--- src/rtl/mem_wb_stage_pkg.sv ---
// ============================================================================
// mem_wb_stage_pkg : load-type and write-back-source encodings for MEM/WB
// Revision: 1.0
// ============================================================================
`default_nettype none

package mem_wb_stage_pkg;

    // Load type carried down the pipe; codes 5-7 are treated as a word load.
    typedef enum logic [2:0] {
        DM_W  = 3'd0,
        DM_H  = 3'd1,
        DM_HU = 3'd2,
        DM_B  = 3'd3,
        DM_BU = 3'd4
    } dm_op_e;

    typedef enum logic [1:0] {
        WD_ALU  = 2'd0,
        WD_DM   = 2'd1,
        WD_PC8  = 2'd2,
        WD_ZERO = 2'd3
    } wd_sel_e;

    localparam logic [31:0] PC_LINK_OFFSET = 32'd8;

endpackage : mem_wb_stage_pkg

`default_nettype wire

--- src/rtl/mem_wb_stage_load_ext.sv ---
// ============================================================================
// load_ext : little-endian byte/half extraction with sign/zero extension
// Revision: 1.0
// ============================================================================
`default_nettype none

module load_ext
    import mem_wb_stage_pkg::*;
(
    input  logic [31:0] dm_out_i,
    input  logic [1:0]  byte_off_i,
    input  logic [2:0]  dm_op_i,
    output logic [31:0] data_o,
    output logic        misaligned_o
);

    logic [7:0]  byte_sel;
    logic [15:0] half_sel;

    always_comb begin
        byte_sel = dm_out_i[7:0];
        case (byte_off_i)
            2'd0:    byte_sel = dm_out_i[7:0];
            2'd1:    byte_sel = dm_out_i[15:8];
            2'd2:    byte_sel = dm_out_i[23:16];
            default: byte_sel = dm_out_i[31:24];
        endcase
        half_sel = byte_off_i[1] ? dm_out_i[31:16] : dm_out_i[15:0];
    end

    // The data path still extracts on a misaligned access; only the flag reports it.
    always_comb begin
        data_o       = dm_out_i;
        misaligned_o = 1'b0;
        case (dm_op_i)
            DM_H: begin
                data_o       = {{16{half_sel[15]}}, half_sel};
                misaligned_o = byte_off_i[0];
            end
            DM_HU: begin
                data_o       = {16'h0000, half_sel};
                misaligned_o = byte_off_i[0];
            end
            DM_B:    data_o = {{24{byte_sel[7]}}, byte_sel};
            DM_BU:   data_o = {24'h000000, byte_sel};
            default: begin
                data_o       = dm_out_i;
                misaligned_o = |byte_off_i;
            end
        endcase
    end

endmodule : load_ext

`default_nettype wire

--- src/rtl/mem_wb_stage.sv ---
// ============================================================================
// mem_wb_stage : MEM/WB pipeline registers, write-back mux, retire counter
// Revision: 1.0
// ============================================================================
`default_nettype none

module mem_wb_stage
    import mem_wb_stage_pkg::*;
(
    input  logic        clk,
    input  logic        reset,
    input  logic        stall,
    input  logic        flush,
    input  logic        M_valid,
    input  logic [31:0] M_PC,
    input  logic [31:0] M_Instr,
    input  logic [31:0] M_ALUOut,
    input  logic [31:0] M_DMOut,
    input  logic [2:0]  M_DMOp,
    input  logic [1:0]  M_WDSel,
    input  logic [4:0]  M_RegWA,
    input  logic        M_RegWE,
    output logic        W_valid,
    output logic        W_RegWE,
    output logic        W_AdEL,
    output logic [4:0]  W_RegWA,
    output logic [31:0] W_PC,
    output logic [31:0] W_Instr,
    output logic [31:0] W_WD,
    output logic [31:0] W_retired
);

    logic [31:0] ld_data;
    logic        ld_misaligned;
    logic        misaligned;
    logic [31:0] wd_d;
    logic        regwe_d;
    logic        retire_d;

    logic        valid_q;
    logic        regwe_q;
    logic        adel_q;
    logic [4:0]  regwa_q;
    logic [31:0] pc_q;
    logic [31:0] instr_q;
    logic [31:0] wd_q;
    logic [31:0] retired_q;

    load_ext u_load_ext (
        .dm_out_i     (M_DMOut),
        .byte_off_i   (M_ALUOut[1:0]),
        .dm_op_i      (M_DMOp),
        .data_o       (ld_data),
        .misaligned_o (ld_misaligned)
    );

    // Alignment only matters when the memory word is actually written back.
    assign misaligned = ld_misaligned & (M_WDSel == WD_DM);

    always_comb begin
        wd_d = 32'h0000_0000;
        case (M_WDSel)
            WD_ALU:  wd_d = M_ALUOut;
            WD_DM:   wd_d = ld_data;
            WD_PC8:  wd_d = M_PC + PC_LINK_OFFSET;
            default: wd_d = 32'h0000_0000;
        endcase
    end

    assign regwe_d  = M_RegWE & M_valid & (|M_RegWA) & ~misaligned;
    assign retire_d = M_valid & ~misaligned;

    always_ff @(posedge clk or negedge reset) begin
        if (!reset) begin
            valid_q   <= 1'b0;
            regwe_q   <= 1'b0;
            adel_q    <= 1'b0;
            regwa_q   <= 5'd0;
            pc_q      <= 32'h0;
            instr_q   <= 32'h0;
            wd_q      <= 32'h0;
            retired_q <= 32'h0;
        end else if (flush) begin
            valid_q   <= 1'b0;
            regwe_q   <= 1'b0;
            adel_q    <= 1'b0;
            regwa_q   <= 5'd0;
            pc_q      <= 32'h0;
            instr_q   <= 32'h0;
            wd_q      <= 32'h0;
        end else if (!stall) begin
            valid_q   <= M_valid;
            regwe_q   <= regwe_d;
            adel_q    <= misaligned;
            regwa_q   <= M_RegWA;
            pc_q      <= M_PC;
            instr_q   <= M_Instr;
            wd_q      <= wd_d;
            retired_q <= retired_q + {31'd0, retire_d};
        end
    end

    assign W_valid   = valid_q;
    assign W_RegWE   = regwe_q;
    assign W_AdEL    = adel_q;
    assign W_RegWA   = regwa_q;
    assign W_PC      = pc_q;
    assign W_Instr   = instr_q;
    assign W_WD      = wd_q;
    assign W_retired = retired_q;

endmodule : mem_wb_stage

`default_nettype wire

--- config.mk ---
export PLATFORM = sky130hd
export DESIGN_NAME = mem_wb_stage
export DESIGN_NICKNAME = d
export VERILOG_FILES = /design/src/rtl/mem_wb_stage_pkg.sv /design/src/rtl/mem_wb_stage_load_ext.sv /design/src/rtl/mem_wb_stage.sv
export SDC_FILE = /design/constraint.sdc
export NUM_CORES = 1
export LEC_CHECK = 0
export ABC_AREA = 1
export CAP_MARGIN = 0
export CELL_PAD_IN_SITES_DETAIL_PLACEMENT = 0
export CELL_PAD_IN_SITES_GLOBAL_PLACEMENT = 2
export CORE_UTILIZATION = 26
export CTS_BUF_LIST = sky130_fd_sc_hd__clkbuf_8 sky130_fd_sc_hd__clkbuf_16
export CTS_CLUSTER_DIAMETER = 40
export DETAILED_ROUTE_END_ITERATION = 10
export PLACE_DENSITY_LB_ADDON = 0.1
export SLEW_MARGIN = 40
export SYNTH_ARGS = -nofsm -noshare
export SYNTH_HDL_FRONTEND = slang
export SYNTH_SLANG_ARGS = --single-unit
--- constraint.sdc ---
create_clock -name clk -period 3.9 [get_ports clk]
set_input_delay 0.78 -clock clk [delete_from_list [all_inputs] [get_ports clk]]
set_output_delay 0.78 -clock clk [all_outputs]
set_load 0.02 [all_outputs]
Word level (Yosys, flattened, before mapping)
Index checks and enable logic that the tools add are counted.

word-level totals
  memories = 0
  register bits = 136
  output and inout bits = 136
  latch bits = 0
  logic and storage cells = 53
  memory bits (writable) = 0
  input port bits = 144
  ROM bits = 0

cells by class
  div/mod/pow operators = 0
  equal/unequal tests = 9
  magnitude comparators = 0
  $mul = 0
  shift operators = 0
  reductions and logical operators = 7
  bitwise operators = 8
  multiplexer cells = 19
  add/subtract/negate cells = 2

operators by type and width
  kind                                                             number
  32-bit two-way mux                                               6
  32-bit case mux with 4 select lines                              1
  32-bit case mux with 3 select lines                              1
  32-bit by 1-bit adder with 32-bit output                         1
  32-bit by 4-bit adder with 32-bit output, second input constant  1
  8-bit case mux with 3 select lines                               1
  16-bit two-way mux                                               1
  5-bit two-way mux                                                2
  3-bit by 2-bit == test with 1-bit output, second input constant  2
  1-bit two-way mux                                                6
  2-bit OR reduction                                               3
  1-bit AND                                                        5
  5-bit OR reduction                                               1
  2-bit by 1-bit == test with 1-bit output, second input constant  2
  2-bit == test, second input constant                             2
  2-bit logical NOT                                                2
  3-bit by 1-bit == test with 1-bit output, second input constant  1
  3-bit == test, second input constant                             1
  1-bit NOT                                                        3
  2-bit by 1-bit != test with 1-bit output, second input constant  1
  1-bit case mux with 2 select lines                               1
  2-bit AND reduction                                              1

Depth between registers and ports, before layout
Gate-level depths: netlist of run 1.

  depth after elaboration = 8
  depth in mapped cells = 19
  gate-level depth less buffers = 18

By module
From an unflattened synthesis of run 1, not the netlist that was laid out.

second synthesis, totals
  cell total of the unflattened synthesis = 1144
  area, all modules = 8260.4 µm²

modules (own cells, without submodules)
  module        cells an instance  area each (µm²)  times used  seq. area each (µm²)
  mem_wb_stage  929                7141.8           1           3403.3
  load_ext      215                1118.6           1           0.0

Least setup slack after synthesis of run 1
Ideal clock, no wire load.

  path kind = input to register
  start = input port M_DMOp[2]
  end = register retired_q[22] (netlist: W_retired[22])
  library setup time = 0.122 ns
  required time = 3.778 ns
  path slack = 1.011 ns
  arrival time = 2.767 ns
  cell stages on the path = 18
  buffers on the path = 1
  path through = inv_1 nand3_1 nand2_2 nor2_4 inv_2 buf_6 o21ai_1 nand2_1 nand2_1 inv_1 ha_1 ha_1 nand3_1 nor2_2 nand4_1 nor2_1 nand2_1 xor2_1

on the way
  cells in the longest elaborated chain, start to end = 7
  elaborated cells between the ends (all ways) = 11
  those cells by class = add/sub: 1; eq/ne: 4; mux: 1; bitwise: 3; reduce/logical: 2

ends and longest elaborated chain
  what                                                              RTL line                     source
  start, declared                                                   mem_wb_stage.sv:19           input logic [2:0] M_DMOp,
  3-bit by 2-bit == test with 1-bit output (tied with other cells)  mem_wb_stage_load_ext.sv:35  case (dm_op_i)
  2-bit OR reduction (no source line)                               n/a
  1-bit case mux with 2 select lines *                              mem_wb_stage_load_ext.sv:35
  1-bit AND *                                                       mem_wb_stage.sv:58           assign misaligned = ld_misaligned & (M_WDSel == WD_DM);
  1-bit NOT *                                                       mem_wb_stage.sv:71           assign retire_d = M_valid & ~misaligned;
  1-bit AND *                                                       mem_wb_stage.sv:71
  32-bit by 1-bit adder with 32-bit output *                        mem_wb_stage.sv:99           retired_q <= retired_q + {31'd0, retire_d};
  end signal, assigned                                              mem_wb_stage.sv:99
  end, declared                                                     mem_wb_stage.sv:47           logic [31:0] retired_q;

Mark *: on every way between the ends. The rest lies on a longest branch, timed or not.
A chain may end at the register's enable or synchronous reset.

Final worst setup path of run 1
  start = input port M_DMOp[0]
  end = register retired_q[22] (netlist: W_retired[22])

Same word-level chain as after synthesis.

==> results of run 1 <==
==> final timing paths <==
| kind | start | cells past startpoint | to | slack, ns |
|---|---|---|---|---|
| setup / recovery | M_DMOp[0] | 17 | W_retired[22]$_DFFE_PN0P_ | 0.68 |
| hold / removal | reset | 1 | W_retired[17]$_DFFE_PN0P_ | 0.32 |
| setup reg to reg | W_retired[0]$_DFFE_PN0P_ | 8 | W_retired[22]$_DFFE_PN0P_ | 2.03 |
| max in group asynchronous | reset | 2 | W_PC[8]$_DFFE_PN0P_ | 2.70 |
| hold reg to reg | W_WD[1]$_DFFE_PN0P_ | 2 | W_WD[1]$_DFFE_PN0P_ | 0.48 |
| min in group clk | W_WD[1]$_DFFE_PN0P_ | 2 | W_WD[1]$_DFFE_PN0P_ | 0.48 |
==> cells in the mapped netlist (2+ instances only) <==
cell,number,area [um2]
a21oi_1,34,170.2
a22o_1,38,332.8
a22oi_1,2,15.01
buf_1,7,26.28
buf_2,14,70.07
buf_6,2,22.52
clkbuf_1,17,63.81
clkinv_1,3,11.26
dfrtp_1,136,3403
ha_1,3,37.54
inv_1,109,409.1
inv_2,7,26.28
nand2_1,419,1573
nand2_2,7,43.79
nand2_4,2,22.52
nand3_1,72,360.4
nand4_1,19,118.9
nor2_1,92,345.3
nor2_2,6,37.54
nor2_4,5,56.30
nor3_1,13,65.06
o211ai_1,8,60.06
o21a_1,2,15.01
o21ai_0,51,255.2
o21ai_1,4,20.02
o22ai_1,2,12.51
xnor2_1,11,96.34
xor2_1,16,140.1
==> routing by layer <==
layer | vias to the layer above | GRT usage
li1 | 4109 | -
met3 | 18 | 0.05448
met1 | 3809 | 0.2749
met4 | 6 | 0.03843
met2 | 252 | 0.3503
met5 | - | 0
==> where the power goes <==
part	switching, W	internal, W
sequential	0.0000666	0.00149
combinational	0.000486	0.000388
clock	0.000766	0.000855
==> worst max-delay path: cells and delay by family <==
family,cells,cell delay [ns]
and+or+nand+nor,10,1.44
buffers and inverters,3,0.66
adders and majority gates,2,0.44
xor gates and xnor gates,1,0.16
AOI/OAI and AO/OA,1,0.06
==> registers in the layout, indices dropped and copies added (netlist names) <==
register   cells
W_Instr       32
W_PC          32
W_WD          32
W_retired     32
W_RegWA        5
W_AdEL         1
W_RegWE        1
W_valid        1
==> per-stage QoR <==
stage	total power [W]	setup slack, ns	hold slack, ns	utilization
2_1_floorplan	0.001959	1.011	0.4844	-
3_3_place_gp	0.002468	0.3250	0.4602	0.3752
3_5_place_dp	0.002465	0.2163	0.4635	0.3752
4_1_cts	0.004115	0.6851	0.3536	0.3947
5_1_grt	0.004250	0.4075	0.3568	0.3947
6_report	0.004050	0.6756	0.3190	0.3948
==> cells by family (layout without fill, tap and decap cells) <==
kind of cell,after synthesis,in the layout,synth area share
xor gates and xnor gates,27,27,0.02984
and+or+nand+nor,642,642,0.3400
other,0,1,0
AOI/OAI and AO/OA,144,144,0.1145
DFF,136,136,0.4295
adders and majority gates,3,3,0.004738
buffers and inverters,161,450,0.08148
==> final cells by class <==
type                    instances  area [um2]  area share
inverters                     120       455.4     0.03872
clock inverters                15       153.9     0.01308
multi-input cells             816        3885      0.3303
flip-flops and latches        136        3403      0.2893
repair buffers                298        2949      0.2507
well taps                     390       488.0     0.04149
clock buffers                  17       425.4     0.03617
diodes                          1       2.502   0.0002127
==> reports/results.txt, run 1 <==
Vias: 8194
Max Freq: 0.3101 GHz
FP Rows: 63
Final setup violation count: 0
slew margin rel.: 0.5046
GP Congestion: 0.8507
Clock transition at path regs: 0.07 ns
Die W: 176.6 um
leading cell type in the layout, fill and taps excluded: nand2_1
ratio of cells with drive above 1 in the final layout: 0.06134
EDFF count, synth: 0
Syn Inst Count: 1113
clock sinks: 136
core area: 29800 um2
cell area after synthesis: 7924 um2
critical-path cell list: clkdlybuf4s50_1 > nand3_1 > nand2_2 > nor2_4 > inv_2 > o21ai_1 > nand2_1 > nand2_1 > inv_1 > ha_1 > ha_1 > nand3_1 > nor2_2 > nand4_1 > nor2_1 > nand2_1 > xor2_1
Final nets: 1536
CP Launch Type: primary input
vias per cell: 4.570
CTS HTree Levels: 4
Pre-Repair DR Iteration Count: 4
Layout Skew: 0.005649 ns
Top FF cell, synth: dfrtp_1
Max Cap Violations: 0
Syn Area/Cell: 7.119 um2
DR DRC count: 0
asr flop ratio synth: 1.000
Min Clock Period, post-route: 3.224 ns
WL final: 32450 um
Die ar.: 31180 um2
clock latency on the worst-skew pair: 0.43 ns
buffer count from post-CTS setup fixing: 0
crit share post-route: 0.8268
CP dominant cell by count: nand2_1
I/O Buffers: 279
area growth from synthesis to layout: 48.44%
status: finished, final reports clean
IO Count: 280
warnings from Yosys: 0
critical setup path kind: in2reg
worst slew pin tran: 0.7423 ns
PwrDens: 344.3 nW/um2
top sig layer: met5
Fin Setup TNS: 0 ns
global-route wire length before repair: 48950 um
Slowest cell on crit path: clkdlybuf4s50_1
peak supply drop: 0.2874 mV
DR WL met2: 15240 um
dpl cells: 1760
Slew Limit Fails: 0
met3 wire length: 2039 um
clk buf depth: 2
most frequent cells in the layout: nand2_1 (419), clkdlybuf4s50_1 (278), dfrtp_1 (136), inv_1 (109), nor2_1 (90)
DP HPWL: 25100 um
Post-DRT Antenna Nets: 0
routed metal-1 wirelength: 14900 um
pin count of the biggest net entering global routing: 76
FILL cells: 3185
DR WL/cell: 18.10 um
Synth cell types: 40
CTS tree: built
syn_nets: 1260
register area share after synthesis: 0.4295
Die Ht: 176.6 um
Critical Path Fanout Max: 9
total global routing overflow: 0
CTS root buf: clkbuf_16
final instance area: 11760 um2
DRT iter0 DRCs: 494
total CTS buffers: 17
final non-filler cell total: 1793
Tot GR Track Use: 0.2105
RSZ-0062 raised after global routing: no
initial antenna violation count: 5
dpl cell area: 11180 um2
CP required: 4.22 ns
vias in the first global route: 8043
# resized after CTS: 0
synthesized flop and latch total: 136
min-delay worst type: in2async
CP peak stage delay: 0.53 ns
Starting Density: 0.2659
CP endpoint kind: flop
Critical Path AT: 3.55 ns
final hold vios: 0
static leakage: 5.418 nW
Hold Buf Count CTS: 0
Power figures use the tool's default switching activity.
==> run 2: changes to the inputs <==
Settings changed: CORE_UTILIZATION 26 to 22.
Clock period 3.9 ns to 2.9 ns, I/O delays scaled along.
==> reports/results.txt, run 2 (synthesis gave the netlist of run 1 again) <==
status: finished, final reports clean
Reg2Reg Depth: 9 (+1)
critical setup path kind: in2reg
final non-filler cell total: 1893 (+5.6%)
Slew Limit Fails: 0 (unchanged)
DR DRC count: 0 (unchanged)
CP Launch Type: primary input
WL final: 35330 um (+8.9%)
CP endpoint kind: flop
total CTS buffers: 17 (unchanged)
clk buf depth: 2 (unchanged)
CTS root buf: clkbuf_16
clock latency on the worst-skew pair: 0.43 ns (about the same)
Tot GR Track Use: 0.1933 (-0.01722)
initial antenna violation count: 7 (+2)
slew margin rel.: 0.5861 (+0.08156)
reg-to-reg endpoint: W_retired[28]$_DFFE_PN0P_
worst setup margin: 0.2107 ns (-0.4649 ns)
crit share post-route: 0.9273
total global routing overflow: 0 (unchanged)
Reg-to-Reg Start: W_retired[13]$_DFFE_PN0P_
leading cell type in the layout, fill and taps excluded: nand2_1
Starting Density: 0.2233 (-0.04262)
core area: 35480 um2 (+19%)
Min Clock Period, post-route: 2.689 ns
Final Core Density: 0.3419 (-0.05283)
Max Freq: 0.3718 GHz
FP Rows: 69 (+9.5%)
dpl cell area: 11540 um2 (+3.3%)
Max Cap Violations: 0 (unchanged)
final hold vios: 0 (unchanged)
pre-CTS WS: -0.3461 ns (-0.5624 ns)
IO Count: 280 (unchanged)
DP HPWL: 27380 um (+9.1%)
Layout Skew: 0.007264 ns (+0.001615 ns)
CP required: 3.21 ns (-1.01 ns)
CTS tree: built
ratio of cells with drive above 1 in the final layout: 0.08112 (+0.01978)
CTS HTree Levels: 4 (unchanged)
Pre-Repair DR Iteration Count: 4 (unchanged)
Post-DRT Antenna Nets: 0 (unchanged)
Final setup violation count: 0 (unchanged)
Die Ht: 191.8 um (+8.6%)
Critical Path AT: 3.00 ns (-0.55 ns)
final instance area: 12130 um2 (+3.1%)
vias per cell: 4.433 (-3.0%)
most frequent cells in the layout: nand2_1 (419), clkdlybuf4s50_1 (276), dfrtp_1 (136), inv_1 (111), nor2_1 (89)
DR WL/cell: 18.66 um (+3.1%)
clock sinks: 136 (unchanged)
vias in the first global route: 8244 (+2.5%)
static leakage: 5.604 nW (+3.4%)
dpl cells: 1861 (+5.7%)
Vias: 8391 (+2.4%)
Final nets: 1566 (+2.0%)
PwrDens: 450.9 nW/um2 (+31%)
global-route wire length before repair: 52070 um (+6.4%)
Die W: 191.8 um (+8.6%)
Clock transition at path regs: 0.06 ns (about the same)
DRT iter0 DRCs: 410 (-17%)
GP Congestion: 0.7941 (-6.7%)
Hold Buf Count CTS: 0 (unchanged)
min-delay worst type: in2async
I/O Buffers: 279 (unchanged)
pin count of the biggest net entering global routing: 61 (-20%)
peak supply drop: 0.4081 mV (+42%)
area growth from synthesis to layout: 53.12%
Die ar.: 36780 um2 (+18%)
Worst R2R Setup Slack: 1.15 ns (-0.88 ns)
Critical Path Fanout Max: 3 (-6)
worst slew pin tran: 0.6201 ns (-0.1222 ns)
RSZ-0062 raised after global routing: no
run 2: changes by cell type in the layout (fill, tap and decap cells not counted), moves of 3 or more:
cell      before  now
clkinv_2       0    3
inv_6          7    0
buf_4         18   44
buf_12         1    5
inv_8          4    0
run 2: layer usage:
| layer | vias up | global-route usage | share of wire |
|---|---|---|---|
| li1 | 4188 | - | - |
| met5 | - | 0 | 0.0019 |
| met2 | 257 | 0.3076 | 0.46 |
| met1 | 3904 | 0.2538 | 0.45 |
| met3 | 32 | 0.05573 | 0.071 |
| met4 | 10 | 0.05159 | 0.014 |
run 2: area by class of cell:
cell class              instances  area, um2
flip-flops and latches        136       3403
clock inverters                11      110.1
multi-input cells             816       3900
repair buffers                328       3229
fillers                      3848      23350
diodes                          2      5.005
clock buffers                  19      452.9
inverters                     120      455.4
well taps                     461      576.8
run 2: worst max path at each step:
stage / from / to / slack (ns) / depth (start not counted)
6_report: M_DMOp[2] / W_retired[22]$_DFFE_PN0P_ / 0.21 / 18
5_1_grt: M_DMOp[2] / W_retired[22]$_DFFE_PN0P_ / 0.007 / 18
4_1_cts: M_DMOp[1] / W_retired[24]$_DFFE_PN0P_ / 0.13 / 18
3_5_place_dp: M_DMOp[1] / W_retired[24]$_DFFE_PN0P_ / -0.35 / 18
3_3_place_gp: M_DMOp[1] / W_retired[24]$_DFFE_PN0P_ / -0.31 / 18
2_1_floorplan: M_DMOp[2] / W_retired[22]$_DFFE_PN0P_ / 0.21 / 18
run 2: power by group:
group	total, W	internal [W]	switching [W]
Clock	0.00216	0.00129	0.000871
Sequential	0.00210	0.00200	0.0000967
Combinational	0.00121	0.000545	0.000667
run 2: stage by stage:
| stage | hold WS (ns) | power [W] | TNS (ns) |
|---|---|---|---|
| 5_1_grt | 0.1195 | 0.005755 | 0 |
| 6_report | 0.1018 | 0.005471 | 0 |
| 4_1_cts | 0.1090 | 0.005594 | 0 |
| 3_5_place_dp | 0.4637 | 0.003361 | -5.329 |
| 2_1_floorplan | 0.2844 | 0.002635 | 0 |
| 3_3_place_gp | 0.4601 | 0.003365 | -4.362 |
run 2: critical path, stage by stage:
cell	delay (ns)
clkdlybuf4s50_1	0.43
inv_2	0.09
nand3_1	0.10
nand2_2	0.12
nor2_4	0.05
inv_2	0.05
o21ai_1	0.07
nand2_1	0.13
nand2_1	0.10
inv_1	0.07
ha_2	0.20
ha_1	0.16
nand3_1	0.12
nor2_2	0.17
nand4_1	0.17
nor2_2	0.18
nand2_1	0.08
xor2_1	0.16
run 2: repair_timing:
item                                    4_1_cts  5_1_grt
gates resized for setup                       0        7
endpoints found under the setup margin        0        5
setup buffers                                 0        0
==> RTL change 1: new RTL, settings of run 2 <==
Make the reset (`reset`) synchronous in one clocked block.
--- a/src/rtl/mem_wb_stage.sv
+++ b/src/rtl/mem_wb_stage.sv
@@ -71,5 +71,5 @@
     assign retire_d = M_valid & ~misaligned;
 
-    always_ff @(posedge clk or negedge reset) begin
+    always_ff @(posedge clk) begin
         if (!reset) begin
             valid_q   <= 1'b0;
Function: differs if reset is asserted again (counterexample within 4 cycles, from zero or initial values and one cycle with reset low); with reset held inactive, the same outputs for 4 cycles.
==> RTL change 1 against run 2 <==
Worst setup slack better by 39 ps; non-clock buffer count is 6 higher; cell area shrank 1.9%; count of clock-buffer cells in the layout grew 1; sequential cell count did not move; routed wire length shrank 0.14%; combinational power shrank 18%; core utilization is 0.26 points higher; synthesized area fell by 2.5%; via count increased by 5.2%; die area down 2.5%; total power down 6.5%; first-iteration DRC count shrank 12%; critical endpoint is now W_retired[28].
==> RTL change 1: results (changes against run 2) <==
- The run finished with clean final reports.
- The slew of the pin with the lowest slew margin was 709.5 ps (+89.32 ps).
- The data arrival at the endpoint of the critical path is 2970 ps (-30 ps).
- The number of cells after detailed placement is 1979 (+6.3%).
- The fraction of final layout cells sized beyond drive strength 1 is 0.09196 (+0.01084).
- The number of global-route vias before repair is 8735 (+6.0%).
- The met2 wirelength from detailed routing was 15.93 mm (-1.9%).
- The sum of net half-perimeters after detailed placement is 27.44 mm (+0.22%).
- The number of nets produced by synthesis is 1393 (+11%).
- The total power divided by cell area came to 429.8 mW/mm^2 (-4.7%).
- The average wire length per cell after detail routing is 17.55 microns (-5.9%).
- The routability congestion estimate from global placement is 0.8054 (+1.4%).
- The overall routed net length came to 35.28 mm (-0.14%).
- The clock-cell share of area is 0.04730 (+0.0008975).
- The multi-input combinational area share is 0.3687 (+0.04721).
- The worst hold margin came to 457.4 ps (+355.6 ps).
- The post-route clock skew is 9.717 ps (+2.452 ps).
- The leakage power total is 4.681 nW (-16%).
- The global-route wire length before repair is 53.74 mm (+3.2%).
- The fraction of synthesis flops using an asynchronous set or reset pin is 0 (-1.000).
- The sequential power came to 0.00194 W (-8%).
- The buffering overhead came to 0.2740 (+0.007881).
- The non-clock inverter count in the final layout is 105 (-13%).
- The area of the die is 0.03586 sq mm (-2.5%).
- The number of sequential cells is 136 (unchanged).
- The clock buffer instance count of the final layout came to 20 (+1).
- The peak fanout along the critical path is 4 (+1).
- The non-clock buffer instance count of the final layout was 334 (+1.8%).
- The sequential cell area is 0.002723 sq mm (-20%).
- The area growth from synthesis to layout is 54.11%.
## RTL change 1: kinds of logic (layout without fill, tap and decap cells)
family	count (synthesis)	count (layout)	share of synthesized area
buffers and inverters	160	469	0.08343
AND/OR/NAND/NOR	719	719	0.3984
flip-flops	136	136	0.3525
adder cells (fa/ha/maj)	3	3	0.004860
XOR/XNOR	6	6	0.006804
AO/OA/AOI/OAI	222	222	0.1541
## RTL change 1: timing repair
action	CTS	global route
endpoints found under the setup margin	0	16
resized for setup	0	9
buffers inserted	0	1
## RTL change 1: final timing paths
kind | startpoint | end | slack [ps]
hold / removal | W_Instr[22] | W_Instr[22] | 460
setup reg to reg | W_retired[0] | W_retired[28] | 1120
hold reg to reg | W_Instr[22] | W_Instr[22] | 460
setup / recovery | M_DMOp[2] | W_retired[28] | 250
==> RTL change 2: new RTL, config.mk and constraints of run 2 <==
Without the edit above. Register the output `W_retired` once more, with the module's reset; this adds one clock of latency there. The other outputs are not delayed to match.
--- a/src/rtl/mem_wb_stage.sv
+++ b/src/rtl/mem_wb_stage.sv
@@ -108,5 +108,11 @@
     assign W_Instr   = instr_q;
     assign W_WD      = wd_q;
-    assign W_retired = retired_q;
+    always_ff @(posedge clk or negedge reset) begin
+        if (!reset) begin
+            W_retired <= '0;
+        end else begin
+            W_retired <= retired_q;
+        end
+    end
 
 endmodule : mem_wb_stage
Function: changed (a bounded check fails within 4 cycles, from zero or initial values and one cycle with reset low).
==> RTL change 2 against run 2 <==
Total power up 16%; sequential cell count rose by 32; routed wire length grew 3.4%; worst setup slack got worse by 30 ps; cell area increased by 8.3%; die area grew 9.9%; core utilization decreased by 0.36 points; clock power rose by 13%; synthesized area grew 10%; largest power group is now registers.
==> RTL change 2: results (changes against run 2) <==
- The run finished with clean final reports.
- By area the synthesized netlist is led by sky130_fd_sc_hd__dfrtp_1 48%, sky130_fd_sc_hd__nand2_1 18%, sky130_fd_sc_hd__inv_1 4.7%.
- The deepest clock path buffer count is 2 (unchanged).
- The worst setup path endpoint is retired_q[22].
- The routability congestion estimate from global placement is 0.8174 (+2.9%).
- The slew of the pin with the lowest slew margin is 610.3 ps (-9.792 ps).
- The share of the synthesized area in the top cell type is 0.4825 (+0.05299).
- The number of fillers in the final layout is 4183 (+8.7%).
- The post-layout net count is 1606 (+2.6%).
- The largest net degree at the start of global routing is 75 (+23%).
- On the critical path, the stage with the largest delay is an instance of sky130_fd_sc_hd__clkdlybuf4s50_1.
- By count the netlist is led by 427 x sky130_fd_sc_hd__nand2_1, 168 x sky130_fd_sc_hd__dfrtp_1, 108 x sky130_fd_sc_hd__inv_1, 102 x sky130_fd_sc_hd__nor2_1, 74 x sky130_fd_sc_hd__nand3_1.
- The total placed instance area is 0.01240 sq mm (+7.4%).
- The peak fanout along the critical path is 3 (unchanged).
- The share of the yosys chip area belonging to registers came to 0.4825 (+0.05299).
- The detail-routed via count per cell is 4.295 (-3.1%).
- The path class of the tightest hold or removal check is input pin to async pin.
- The final worst slack came to 180.7 ps (-30.06 ps).
- The total via count after detailed routing is 8559 (+2.0%).
- The remaining global-route overflow is 0 (unchanged).
- The logic depth of the worst register-to-register path is 8 (-1).
- The overall routed net length is 36.51 mm (+3.4%).
- The sum of net half-perimeters after detailed placement came to 28.75 mm (+5.0%).
- The data arrival at the endpoint of the critical path came to 3050 ps (+50 ps).
- Routed signal wires occupy layers up through met5.
- The setup slack on the worst flop-to-flop path came to 1100 ps (-50 ps).
- The leakage power total is 6.019 nW (+7.4%).
- The post-route clock skew is 7.471 ps (+0.2070 ps).
- The met3 routed wirelength is 2.163 mm (-14%).
- The maximum vdd drop is 307.2 uV (-25%).
- The number of global-route vias before repair is 8873 (+7.6%).
- The initial antenna violation count is 8 (+1).
- The worst register-to-register path begins at retired_q[12].
- The count of input and output buffers was 279 (unchanged).
- The worst slack at placement was -456.2 ps (-110.1 ps).
- The met2 wirelength from detailed routing is 16.75 mm (+3.2%).
- The global-route wire length before repair is 55.64 mm (+6.8%).
- The fraction of final layout cells sized beyond drive strength 1 is 0.08498 (+0.003857).
- The count of H-tree levels built during CTS is 4 (unchanged).
- The number of violations reported at the end of detailed-routing iteration 0 was 432 (+5.4%).
- In the synthesized netlist the dominant register cell turns out to be sky130_fd_sc_hd__dfrtp_1.
- The post-route met1 wirelength is 17.03 mm (+6.2%).
- The clock insertion delay at the later pin of the skew report is 440 ps.
- The number of cells after detailed placement is 1956 (+5.1%).
- The cell count after synthesis is 1148 (+3.1%).
- The endpoint identified for the worst register-to-register timing path is retired_q[26].
- The number of nets produced by synthesis is 1295 (+2.8%).
- The total track usage came to 0.1843 (-0.008938).
RTL change 2: logic make-up after synthesis:
family | share of synthesized area
AOI/OAI and AO/OA | 0.1045
xor gates and xnor gates | 0.02714
adders and majority gates | 0.004308
buffers and inverters | 0.07266
DFF | 0.4825
and+or+nand+nor | 0.3089
RTL change 2: how the worst min path moves through the flow:
stage,startpoint,end,slack [ps],cells past startpoint
floorplan,reset,W_AdEL,280,0
global placement,retired_q[31],W_retired[31],390,0
detailed placement,retired_q[29],W_retired[29],400,0
CTS,reset,W_retired[10],140,1
global route,reset,W_retired[18],170,1
finish,reset,W_retired[10],140,1
RTL change 2: area by class of cell:
| cell class | instances | area (sq um) | share of cell area |
|---|---|---|---|
| Sequential cell | 168 | 4204 | 0.3201 |
| Multi-Input combinational cell | 822 | 3973 | 0.3024 |
| Timing Repair Buffer | 332 | 3234 | 0.2462 |
| Tap cell | 518 | 648.1 | 0.04934 |
| Inverter | 118 | 450.4 | 0.03429 |
| Clock buffer | 17 | 425.4 | 0.03239 |
| Clock inverter | 14 | 190.2 | 0.01448 |
| Antenna cell | 4 | 10.01 | 0.0007620 |
RTL change 2: repair_timing:
action	in CTS	in global routing
resized for setup	0	20
setup buffers	0	2
endpoints found under the setup margin	0	15
hold buffers	0	0
RTL change 2: layer usage:
layer,vias to the layer above,global-route usage
li1,4284,-
met1,4016,0.2472
met2,219,0.2905
met3,32,0.04708
met4,8,0.05425
met5,-,0
RTL change 2: report_power, final:
part           total [W]  switching, W  internal [W]
sequential       0.00259      0.000108       0.00249
clock            0.00245       0.00108       0.00138
combinational    0.00128      0.000716      0.000566
total            0.00633       0.00190       0.00443
